===== config.mk =====
export PLATFORM = sky130hd
export DESIGN_NAME = dmem_access_sequencer
export DESIGN_NICKNAME = d
export VERILOG_FILES = /design/src/rtl/dmem_access_sequencer_pkg.sv /design/src/rtl/dmem_access_sequencer_lane_align.sv /design/src/rtl/dmem_access_sequencer.sv
export SDC_FILE = /design/constraint.sdc
export NUM_CORES = 1
export LEC_CHECK = 0
export ABC_AREA = 1
export BUFFER_PORTS_ARGS = -buffer_cell sky130_fd_sc_hd__buf_2
export CORE_ASPECT_RATIO = 1.5
export CORE_MARGIN = 3
export CORE_UTILIZATION = 40
export DETAILED_ROUTE_END_ITERATION = 8
export PLACE_DENSITY = 0.74
export SETUP_SLACK_MARGIN = 0.3
export SLEW_MARGIN = 25
export SYNTH_ARGS = -nofsm -noshare
export SYNTH_HDL_FRONTEND = slang
export SYNTH_SLANG_ARGS = --single-unit
export TNS_END_PERCENT = 30

===== constraint.sdc =====
create_clock -name clk -period 3.5 [get_ports clk]
set_input_delay 0.175 -clock clk [delete_from_list [all_inputs] [get_ports clk]]
set_output_delay 0.175 -clock clk [all_outputs]
set_load 0.02 [all_outputs]

===== src/rtl/dmem_access_sequencer_pkg.sv =====
// Shared types for the lc3b MEM-stage data-memory sequencer: opcodes, FSM states
// and opcode classification helpers.
package dmem_access_sequencer_pkg;

  typedef enum logic [3:0] {
    OP_BR   = 4'b0000,
    OP_ADD  = 4'b0001,
    OP_LDB  = 4'b0010,
    OP_STB  = 4'b0011,
    OP_JSR  = 4'b0100,
    OP_AND  = 4'b0101,
    OP_LDR  = 4'b0110,
    OP_STR  = 4'b0111,
    OP_RTI  = 4'b1000,
    OP_NOT  = 4'b1001,
    OP_LDI  = 4'b1010,
    OP_STI  = 4'b1011,
    OP_JMP  = 4'b1100,
    OP_SHF  = 4'b1101,
    OP_LEA  = 4'b1110,
    OP_TRAP = 4'b1111
  } lc3b_opcode;

  typedef enum logic [2:0] {
    IDLE = 3'd0,
    REQ  = 3'd1,
    IND  = 3'd2,
    DONE = 3'd3,
    ERR  = 3'd4
  } dmem_seq_state_t;

  function automatic logic is_dmem_op(input lc3b_opcode op);
    return op inside {OP_LDR, OP_STR, OP_LDB, OP_STB, OP_LDI, OP_STI, OP_TRAP};
  endfunction

  function automatic logic is_indirect_op(input lc3b_opcode op);
    return op inside {OP_LDI, OP_STI};
  endfunction

  function automatic logic is_byte_op(input lc3b_opcode op);
    return op inside {OP_LDB, OP_STB};
  endfunction

  // Ops whose final access writes the first bus access (STI writes only on its second access).
  function automatic logic is_direct_store(input lc3b_opcode op);
    return op inside {OP_STR, OP_STB};
  endfunction

  function automatic logic is_load_result(input lc3b_opcode op);
    return op inside {OP_LDR, OP_LDB, OP_LDI, OP_TRAP};
  endfunction

endpackage


===== src/rtl/dmem_access_sequencer_lane_align.sv =====
// Byte-lane steering: lane select generation, store-byte replication and
// load-byte extraction with sign extension.
module dmem_lane_align #(
  parameter int DATA_WIDTH = 16,
  parameter int LANE_W     = (DATA_WIDTH > 8) ? $clog2(DATA_WIDTH / 8) : 1
) (
  input  logic                      st_byte,
  input  logic [LANE_W-1:0]         st_lane,
  input  logic [DATA_WIDTH-1:0]     store_data,
  input  logic                      ld_byte,
  input  logic [LANE_W-1:0]         ld_lane,
  input  logic [DATA_WIDTH-1:0]     rdata,
  output logic [DATA_WIDTH/8-1:0]   sel,
  output logic [DATA_WIDTH-1:0]     wdata,
  output logic [DATA_WIDTH-1:0]     load_val
);

  localparam int LANES = DATA_WIDTH / 8;

  logic [LANES-1:0]      one_hot;
  logic [DATA_WIDTH-1:0] shifted;
  logic signed [7:0]     ld_byte_val;

  always_comb begin
    one_hot     = LANES'(1) << st_lane;
    sel         = st_byte ? one_hot : '1;
    // Byte stores put the byte on every lane; sel picks the one that lands.
    wdata       = st_byte ? {LANES{store_data[7:0]}} : store_data;
    shifted     = rdata >> {ld_lane, 3'b000};
    ld_byte_val = shifted[7:0];
    load_val    = ld_byte ? DATA_WIDTH'(ld_byte_val) : rdata;
  end

endmodule


===== src/rtl/dmem_access_sequencer.sv =====
// MEM-stage data-memory sequencer: runs one- or two-access ops on a Wishbone-style
// bus, holds mem_stall until retirement, and aborts stuck accesses via a watchdog.
module dmem_access_sequencer
  import dmem_access_sequencer_pkg::*;
#(
  parameter int DATA_WIDTH  = 16,
  parameter int ADDR_WIDTH  = 16,
  parameter int TIMEOUT_CYC = 255
) (
  input  logic                    clk,
  input  logic                    rst,
  input  logic                    op_valid,
  input  lc3b_opcode              opcode,
  input  logic [ADDR_WIDTH-1:0]   mem_addr,
  input  logic [DATA_WIDTH-1:0]   store_data,
  input  logic                    flush,
  input  logic                    dmem_ack,
  input  logic [DATA_WIDTH-1:0]   dmem_rdata,
  output logic                    dmem_cyc,
  output logic                    dmem_stb,
  output logic                    dmem_we,
  output logic [DATA_WIDTH/8-1:0] dmem_sel,
  output logic [ADDR_WIDTH-1:0]   dmem_adr,
  output logic [DATA_WIDTH-1:0]   dmem_wdata,
  output logic                    mem_stall,
  output logic [DATA_WIDTH-1:0]   load_data,
  output logic                    load_valid,
  output logic                    timeout_err,
  output dmem_seq_state_t         dbg_state
);

  // Bus handshake: a transfer completes in any cycle where cyc & stb & ack are all high;
  // cyc/stb stay asserted (with stable adr/we/sel/wdata) until that cycle or a watchdog abort.

  localparam int LANES  = DATA_WIDTH / 8;
  localparam int LANE_W = (LANES > 1) ? $clog2(LANES) : 1;
  localparam int CNT_W  = (TIMEOUT_CYC > 0) ? $clog2(TIMEOUT_CYC + 1) : 1;
  localparam bit WD_EN  = (TIMEOUT_CYC > 0);
  localparam logic [CNT_W-1:0]      EXP_CNT   = CNT_W'((TIMEOUT_CYC > 0) ? TIMEOUT_CYC - 1 : 0);
  localparam logic [ADDR_WIDTH-1:0] WORD_MASK = ~ADDR_WIDTH'(LANES - 1);

  dmem_seq_state_t       state, state_nxt;
  lc3b_opcode            op_q;
  logic [CNT_W-1:0]      cnt_q;
  logic                  cyc_q;
  logic                  we_q;
  logic [LANES-1:0]      sel_q;
  logic [ADDR_WIDTH-1:0] adr_q;
  logic [DATA_WIDTH-1:0] wdata_q;
  logic [DATA_WIDTH-1:0] load_data_q;
  logic                  load_valid_q;
  logic                  timeout_q;

  logic                  start;
  logic                  in_bus;
  logic                  expire;
  logic                  ptr_ack;
  logic [LANES-1:0]      lane_sel;
  logic [DATA_WIDTH-1:0] lane_wdata;
  logic [DATA_WIDTH-1:0] ld_val;

  dmem_lane_align #(.DATA_WIDTH(DATA_WIDTH)) u_lane_align (
    .st_byte    (is_byte_op(opcode)),
    .st_lane    (mem_addr[LANE_W-1:0]),
    .store_data (store_data),
    .ld_byte    (op_q == OP_LDB),
    .ld_lane    (adr_q[LANE_W-1:0]),
    .rdata      (dmem_rdata),
    .sel        (lane_sel),
    .wdata      (lane_wdata),
    .load_val   (ld_val)
  );

  always_comb begin
    start   = (state == IDLE) && op_valid && is_dmem_op(opcode) && !flush;
    in_bus  = (state == REQ) || (state == IND);
    // An ack in the expiry cycle wins over the watchdog.
    expire  = WD_EN && in_bus && !dmem_ack && (cnt_q == EXP_CNT);
    ptr_ack = (state == REQ) && dmem_ack && is_indirect_op(op_q);
  end

  always_ff @(posedge clk) begin
    if (rst) state <= IDLE;
    else     state <= state_nxt;
  end

  always_comb begin
    state_nxt = state;
    unique case (state)
      IDLE: if (start) state_nxt = REQ;
      REQ: begin
        if (dmem_ack)    state_nxt = is_indirect_op(op_q) ? IND : DONE;
        else if (expire) state_nxt = ERR;
      end
      IND: begin
        if (dmem_ack)    state_nxt = DONE;
        else if (expire) state_nxt = ERR;
      end
      DONE:    state_nxt = IDLE;
      ERR:     state_nxt = IDLE;
      default: state_nxt = IDLE;
    endcase
  end

  always_ff @(posedge clk) begin
    if (rst) begin
      op_q         <= OP_BR;
      cnt_q        <= '0;
      cyc_q        <= 1'b0;
      we_q         <= 1'b0;
      sel_q        <= '0;
      adr_q        <= '0;
      wdata_q      <= '0;
      load_data_q  <= '0;
      load_valid_q <= 1'b0;
      timeout_q    <= 1'b0;
    end else begin
      cyc_q        <= (state_nxt == REQ) || (state_nxt == IND);
      load_valid_q <= 1'b0;
      timeout_q    <= 1'b0;
      if (start) begin
        op_q    <= opcode;
        cnt_q   <= '0;
        adr_q   <= is_byte_op(opcode) ? mem_addr : (mem_addr & WORD_MASK);
        wdata_q <= lane_wdata;
        sel_q   <= lane_sel;
        we_q    <= is_direct_store(opcode);
      end
      if (in_bus) begin
        if (ptr_ack) begin
          // First access of LDI/STI fetched the pointer; retarget for the second access.
          cnt_q <= '0;
          adr_q <= ADDR_WIDTH'(dmem_rdata) & WORD_MASK;
          we_q  <= (op_q == OP_STI);
          sel_q <= '1;
        end else if (dmem_ack) begin
          cnt_q <= '0;
          we_q  <= 1'b0;
          if (is_load_result(op_q)) begin
            load_data_q  <= ld_val;
            load_valid_q <= 1'b1;
          end
        end else begin
          if (WD_EN) cnt_q <= cnt_q + CNT_W'(1);
          if (expire) begin
            timeout_q <= 1'b1;
            we_q      <= 1'b0;
          end
        end
      end
    end
  end

  always_comb begin
    mem_stall   = start || in_bus;
    dmem_cyc    = cyc_q;
    dmem_stb    = cyc_q;
    dmem_we     = we_q;
    dmem_sel    = sel_q;
    dmem_adr    = adr_q;
    dmem_wdata  = wdata_q;
    load_data   = load_data_q;
    load_valid  = load_valid_q;
    timeout_err = timeout_q;
    dbg_state   = state;
  end

endmodule

==> flow_summary.yaml, run 1 <==
floorplanning:
  die_h_um: 119
  die_x_um: 81.2
  start_util: 0.418
  pin_count: 116
  coreArea_um2: 8110
  dieArea_um2: 9640
  rows: 40
setup_path:
  arrival_ps: 2290
  critPathTopFamily: "simple AND/OR/NAND/NOR gates"
  cp.required_ps: 3760
  slowest_stage: "nor3_4"
  crit_cells: 7
  cp_max_fo: 24
  cp-start-kind: "flop"
  path_buf_inv: 1
  worstSetupPathType: "reg2reg"
  crit_path_cell_trace: "inv_2, or2_4, nor3_4, nand2_1, o21ai_0, nor2_2, nor2_1"
  cp-end-kind: "flop"
  critPathMaxStageDelay_ps: 580
  r2r_cells: 7
global_route:
  met3_usage: 0.0572
  grt_max_degree: 45
  grt_use_met2: 0.328
  grt_usage: 0.200
  grt_pass1_wl_um: 15100
  grt_pass1_vias: 3318
  antenna_found_initial: 0
  grt-busiest-layer: "met2"
  gr-usage-met1: 0.230
  grt_overflow: 0
placement:
  placed_cell_area_um2: 3970
  io_buffers: 115
  globalplace.congestion: 0.904
  place_ws_ps: 1500
  dpl.hpwl_um: 6930
layout:
  nets: 662
  multi_input_area_um2: 1630
  nFillCells: 814
  design_area_um2: 4260
  diodes: 0
  fin_util: 0.525
  drive_gt1_frac: 0.262
  seqCellArea_um2: 1380
  area_growth_pct: 25.6
drt:
  vias_per_cell: 4.85
  postRouteAntennaNets: 0
  drt-pass1-iter-count: 4
  drt-total-wl_um: 9210
  drc: 0
  post_drt_wl_per_cell_um: 12.9
  vias: 3461
  drt_iter0_drc: 156
cts:
  clkLatencyLatePin_ps: 320
  cts_resized: 0
  cts-root-buf: "clkbuf_16"
  cts_inserted_buffers: 9
  clk_pin_slew_ps: 60
  post_cts_buffers: 0
  h-tree-depth: 3
  cts.sinks: 69
  cts_buffer_depth: 2
  cts_tree: "yes"
  ctsHoldBuffers: 0
outcome:
  run_status: "complete, no violations"
logic_synthesis:
  synthCells: 499
  synth_top_area_frac: 0.407
  synth_top_area_cell: "dfxtp_1"
  synth_cell_types: 34
  syn_area_um2: 3390
  ys_ff_latch: 69
  synthFlopType: "dfxtp_1"
  ys_warn_count: 0
  synth_edf_count: 0
  synth_seq_area_share: 0.407
  synthTopCellsByArea: "dfxtp_1 (41%), nand2_1 (15%), nand3_1 (7.7%)"
  syn_area_per_cell_um2: 6.80
  async_reset_ff_frac: 0
  synth_most_common_cell: "nand2_1"
  netlist_top_cells_count: "nand2_1 (140), dfxtp_1 (69), inv_1 (52), nand3_1 (52), o21ai_0 (46)"
  synth_fp_nets: 558
worst_hold_path:
  hold_class: "in2reg"
  hold_depth: 3
timing:
  setup_viol: 0
  max_freq_mhz: 494
  setup_ws_ps: 1470
  period_minus_slack_ps: 2030
  finalCritPeriodShare: 0.579
  relSlewSlack: 0.496
  setup_tns_ps: 0
  hold_viol: 0
  finClkSkew_ps: 6.08
  rsz0062_at_grt: "no"
  final_max_slew_viol_count: 0
  tightest_slew_ps: 753
power_and_ir_drop:
  switchingPower_mw: 0.501
  p_seq_frac: 0.423
  p_per_area_nw_per_um2: 462
  ir_drop_uv: 332
  intPower_mw: 1.47
  p_leak_nw: 2.25
  p_comb_frac: 0.124
  sw_frac_of_total: 0.255
  power.share.clock: 0.452
flow_run:
  cap_violations: 0
==> layout make-up <==
type                       instances  share of cell area
inverter                          61              0.0549
clock buffer                      12              0.0579
tap                              105              0.0308
timing repair buffer             117               0.139
clock inverter                     4              0.0112
multi-input combinational        345               0.382
sequential                        69               0.324
==> final timing paths <==
kind,startpoint,to,slack [ps]
worst min register to register,dmem_wdata[6]$_SDFFE_PP0N_,dmem_wdata[6]$_SDFFE_PP0N_,460
worst min-delay path,store_data[5],dmem_wdata[5]$_SDFFE_PP0N_,110
worst max-delay path,op_q[1]$_SDFFE_PP0N_,load_data[10]$_SDFFE_PP0P_,1470
worst max register to register,op_q[1]$_SDFFE_PP0N_,load_data[10]$_SDFFE_PP0P_,1470
==> per-layer routing <==
metal	vias up	part of all wire
met2	117	0.50
met3	21	0.074
met5	-	0
met4	0	0.031
li1	1794	-
met1	1529	0.39
==> cell usage in the layout (no fill, tap or decap), drive strengths merged <==
cell      instances
dfxtp            69
or2               2
o211a             8
nor3              3
nand3            53
buf             117
nor2             55
a21oi            23
clkinv            4
clkinvlp          1
ha                2
o211ai            1
inv              59
o22ai             1
o21bai            1
nand2           144
clkbuf           12
o21ai            50
nand4             2
bufinv            1
==> worst min-delay path: cells and delay by family <==
family	cells	cell delay, ps
AOI/OAI and AO/OA	1	50
buffers and inverters	1	100
and+or+nand+nor	1	50
==> through the flow <==
stage | cells | power (mW) | hold WS, ps
after detailed placement | 697 | 1.10 | 441
after global routing | 713 | 2.06 | 102
final | 713 | 1.97 | 113
after floorplan | 499 | 1.01 | 319
after CTS | 713 | 1.99 | 96.7
after global placement | 697 | 1.09 | 438
==> flip-flops by register name, indices dropped and copies added (netlist names), 2 cells and up <==
signal and count:
dmem_adr 16, dmem_wdata 16, load_data 16, cnt_q 8, op_q 4, dbg_state 3
dmem_sel 2
==> cell families after synthesis <==
logic type,after synthesis,synth area share
buffers and inverters,85,0.113
AO/OA/AOI/OAI,84,0.139
flip-flops,69,0.407
adder cells (fa/ha/maj),2,0.00738
AND/OR/NAND/NOR,259,0.334
==> power by group through the flow <==
| stage | combinational (mW) | clock, mW | sequential (mW) |
|---|---|---|---|
| floorplan | 0.135 | 0 | 0.872 |
| global placement | 0.241 | 0 | 0.849 |
| detailed placement | 0.245 | 0 | 0.850 |
| CTS | 0.246 | 0.912 | 0.833 |
| global route | 0.274 | 0.950 | 0.836 |
| finish | 0.245 | 0.891 | 0.833 |
No activity file was read; power rests on OpenSTA's default activity.
==> inputs of run 2 (changes only) <==
==> constraint.sdc (replaced) <==
create_clock -name clk -period 1.9 [get_ports clk]
set_input_delay 0.095 -clock clk [delete_from_list [all_inputs] [get_ports clk]]
set_output_delay 0.095 -clock clk [all_outputs]
set_load 0.02 [all_outputs]
==> run 2 against run 1 <==
  * Setup slack worse by 1100 ps
  * Critical path depth fell by 1
  * Global-route usage about the same
  * Non-clock buffer count up 10
  * Highest routed layer unchanged
==> flow_summary.yaml, run 2 (same netlist as run 1, synthesis figures left out) <==
global_route:
  grt_overflow: 0
  grt_usage: 0.200
  grt_max_degree: 43
  grt_pass1_wl_um: 15000
  antenna_found_initial: 0
  grt_pass1_vias: 3287
layout:
  multi_input_area_um2: 1640
  area_growth_pct: 29.1
  nFillCells: 823
  design_area_um2: 4380
  stdcell_count: 723
  final_common_cell: "nand2_1"
  drive_gt1_frac: 0.277
  fin_util: 0.540
  diodes: 0
  final_cell_mix: "nand2_1 (138), buf_2 (114), dfxtp_1 (69), inv_1 (52), nand3_1 (52)"
  nets: 672
  seqCellArea_um2: 1380
placement:
  placed_cell_area_um2: 4040
  place_ws_ps: 294
  globalplace.congestion: 0.900
  io_buffers: 115
  place_inst: 703
  dpl.hpwl_um: 7020
floorplanning:
  die_x_um: 81.2
  dieArea_um2: 9640
  die_h_um: 119
  rows: 40
  coreArea_um2: 8110
  start_util: 0.418
  pin_count: 116
drt:
  post_drt_wl_per_cell_um: 13.2
  drt-total-wl_um: 9580
  postRouteAntennaNets: 0
  drt_iter0_drc: 218
  vias: 3592
  drc: 0
  drt-pass1-iter-count: 4
  vias_per_cell: 4.97
cts:
  cts-root-buf: "clkbuf_16"
  cts_tree: "yes"
  ctsHoldBuffers: 0
  h-tree-depth: 3
  clk_pin_slew_ps: 50
  cts.sinks: 69
  cts_buffer_depth: 2
  clkLatencyLatePin_ps: 320
  cts_inserted_buffers: 9
power_and_ir_drop:
  p_leak_nw: 2.31
  p_seq_frac: 0.431
  ir_drop_uv: 568
  power.share.clock: 0.431
  p_comb_frac: 0.138
  intPower_mw: 2.63
  sw_frac_of_total: 0.258
  p_per_area_nw_per_um2: 811
  switchingPower_mw: 0.917
timing:
  tightest_slew_ps: 314
  max_freq_mhz: 674
  setup_ws_ps: 415
  final_max_slew_viol_count: 0
  rsz0062_at_grt: "yes"
  hold_viol: 0
  finClkSkew_ps: 4.23
  setup_viol: 0
  finalCritPeriodShare: 0.781
  setup_tns_ps: 0
  period_minus_slack_ps: 1480
  relSlewSlack: 0.791
setup_path:
  cp-start-kind: "flop"
  critPathLaunch: "dbg_state[2]$_SDFF_PP0_"
  cp_max_fo: 13
  r2r_slack_ps: 430
  cp.required_ps: 1800
  worstSetupPathType: "reg2out"
  regToRegStartpoint: "dbg_state[2]$_SDFF_PP0_"
  arrival_ps: 1390
  cp-end-kind: "output port"
flow_run:
  cap_violations: 0
outcome:
  run_status: "complete, no violations"
worst_hold_path:
  hold_class: "in2reg"
  min-delay-start: "store_data[4]"
==> run 2: changes by cell type in the layout (fill, tap and decap cells not counted), moves of 2 or more <==
cell	change
buf_12	+2
buf_4	+7
nor2_1	-2
nand2_1	-2
clkbuf_1	+2
nor2_2	+2
==> run 2: routing by layer <==
metal,track usage,wire (um),vias up
met5,0,0,-
met4,0.0835,177,0
met1,0.228,3620,1619
met2,0.345,5030,150
met3,0.0518,752,11
li1,-,-,1812
==> run 2: final timing paths <==
path | end | cells after the start
setup / recovery | mem_stall | 6
hold / removal | dmem_wdata[4]$_SDFFE_PP0N_ | 3
setup reg to reg | dmem_adr[0]$_SDFF_PP0_ | 9
hold reg to reg | dmem_wdata[4]$_SDFFE_PP0N_ | 2
==> run 2: area by class of cell <==
class / instances / area share
flip-flops and latches: 69 / 0.316
clock buffers: 15 / 0.0612
inverters: 61 / 0.0535
clock inverters: 1 / 0.00114
well taps: 105 / 0.0300
multi-input cells: 345 / 0.375
repair buffers: 127 / 0.163
==> run 2: what timing repair did <==
item                                   4_1_cts  5_1_grt
pin swaps                                    2        3
buffers inserted                             1        2
setup endpoints to repair                    7       52
gates cloned                                 0        1
gates resized for setup                      1        6
endpoints found under the hold margin        0        0
==> run 2: worst max-delay path, cell delays in order (launching register included) <==
cell and delay [ps]:
dfxtp_1 330, nor2_1 140, nand2_1 80, nor2_2 120
nand2_4 120, nand2_2 120, buf_4 150
==> run 2: per-stage QoR <==
stage / power, mW / hold WS (ps)
final: 3.55 / 37.3
after global routing: 3.70 / 30.6
after CTS: 3.56 / 26.9
after detailed placement: 2.03 / 371
after global placement: 2.03 / 367
after floorplan: 1.86 / 239
==> run 2: power groups by stage <==
stage	logic, mW	registers [mW]	clock network [mW]
after global placement	0.466	1.56	0
final	0.491	1.53	1.53
after global routing	0.541	1.54	1.62
after floorplan	0.248	1.61	0
after detailed placement	0.472	1.56	0
after CTS	0.478	1.53	1.55
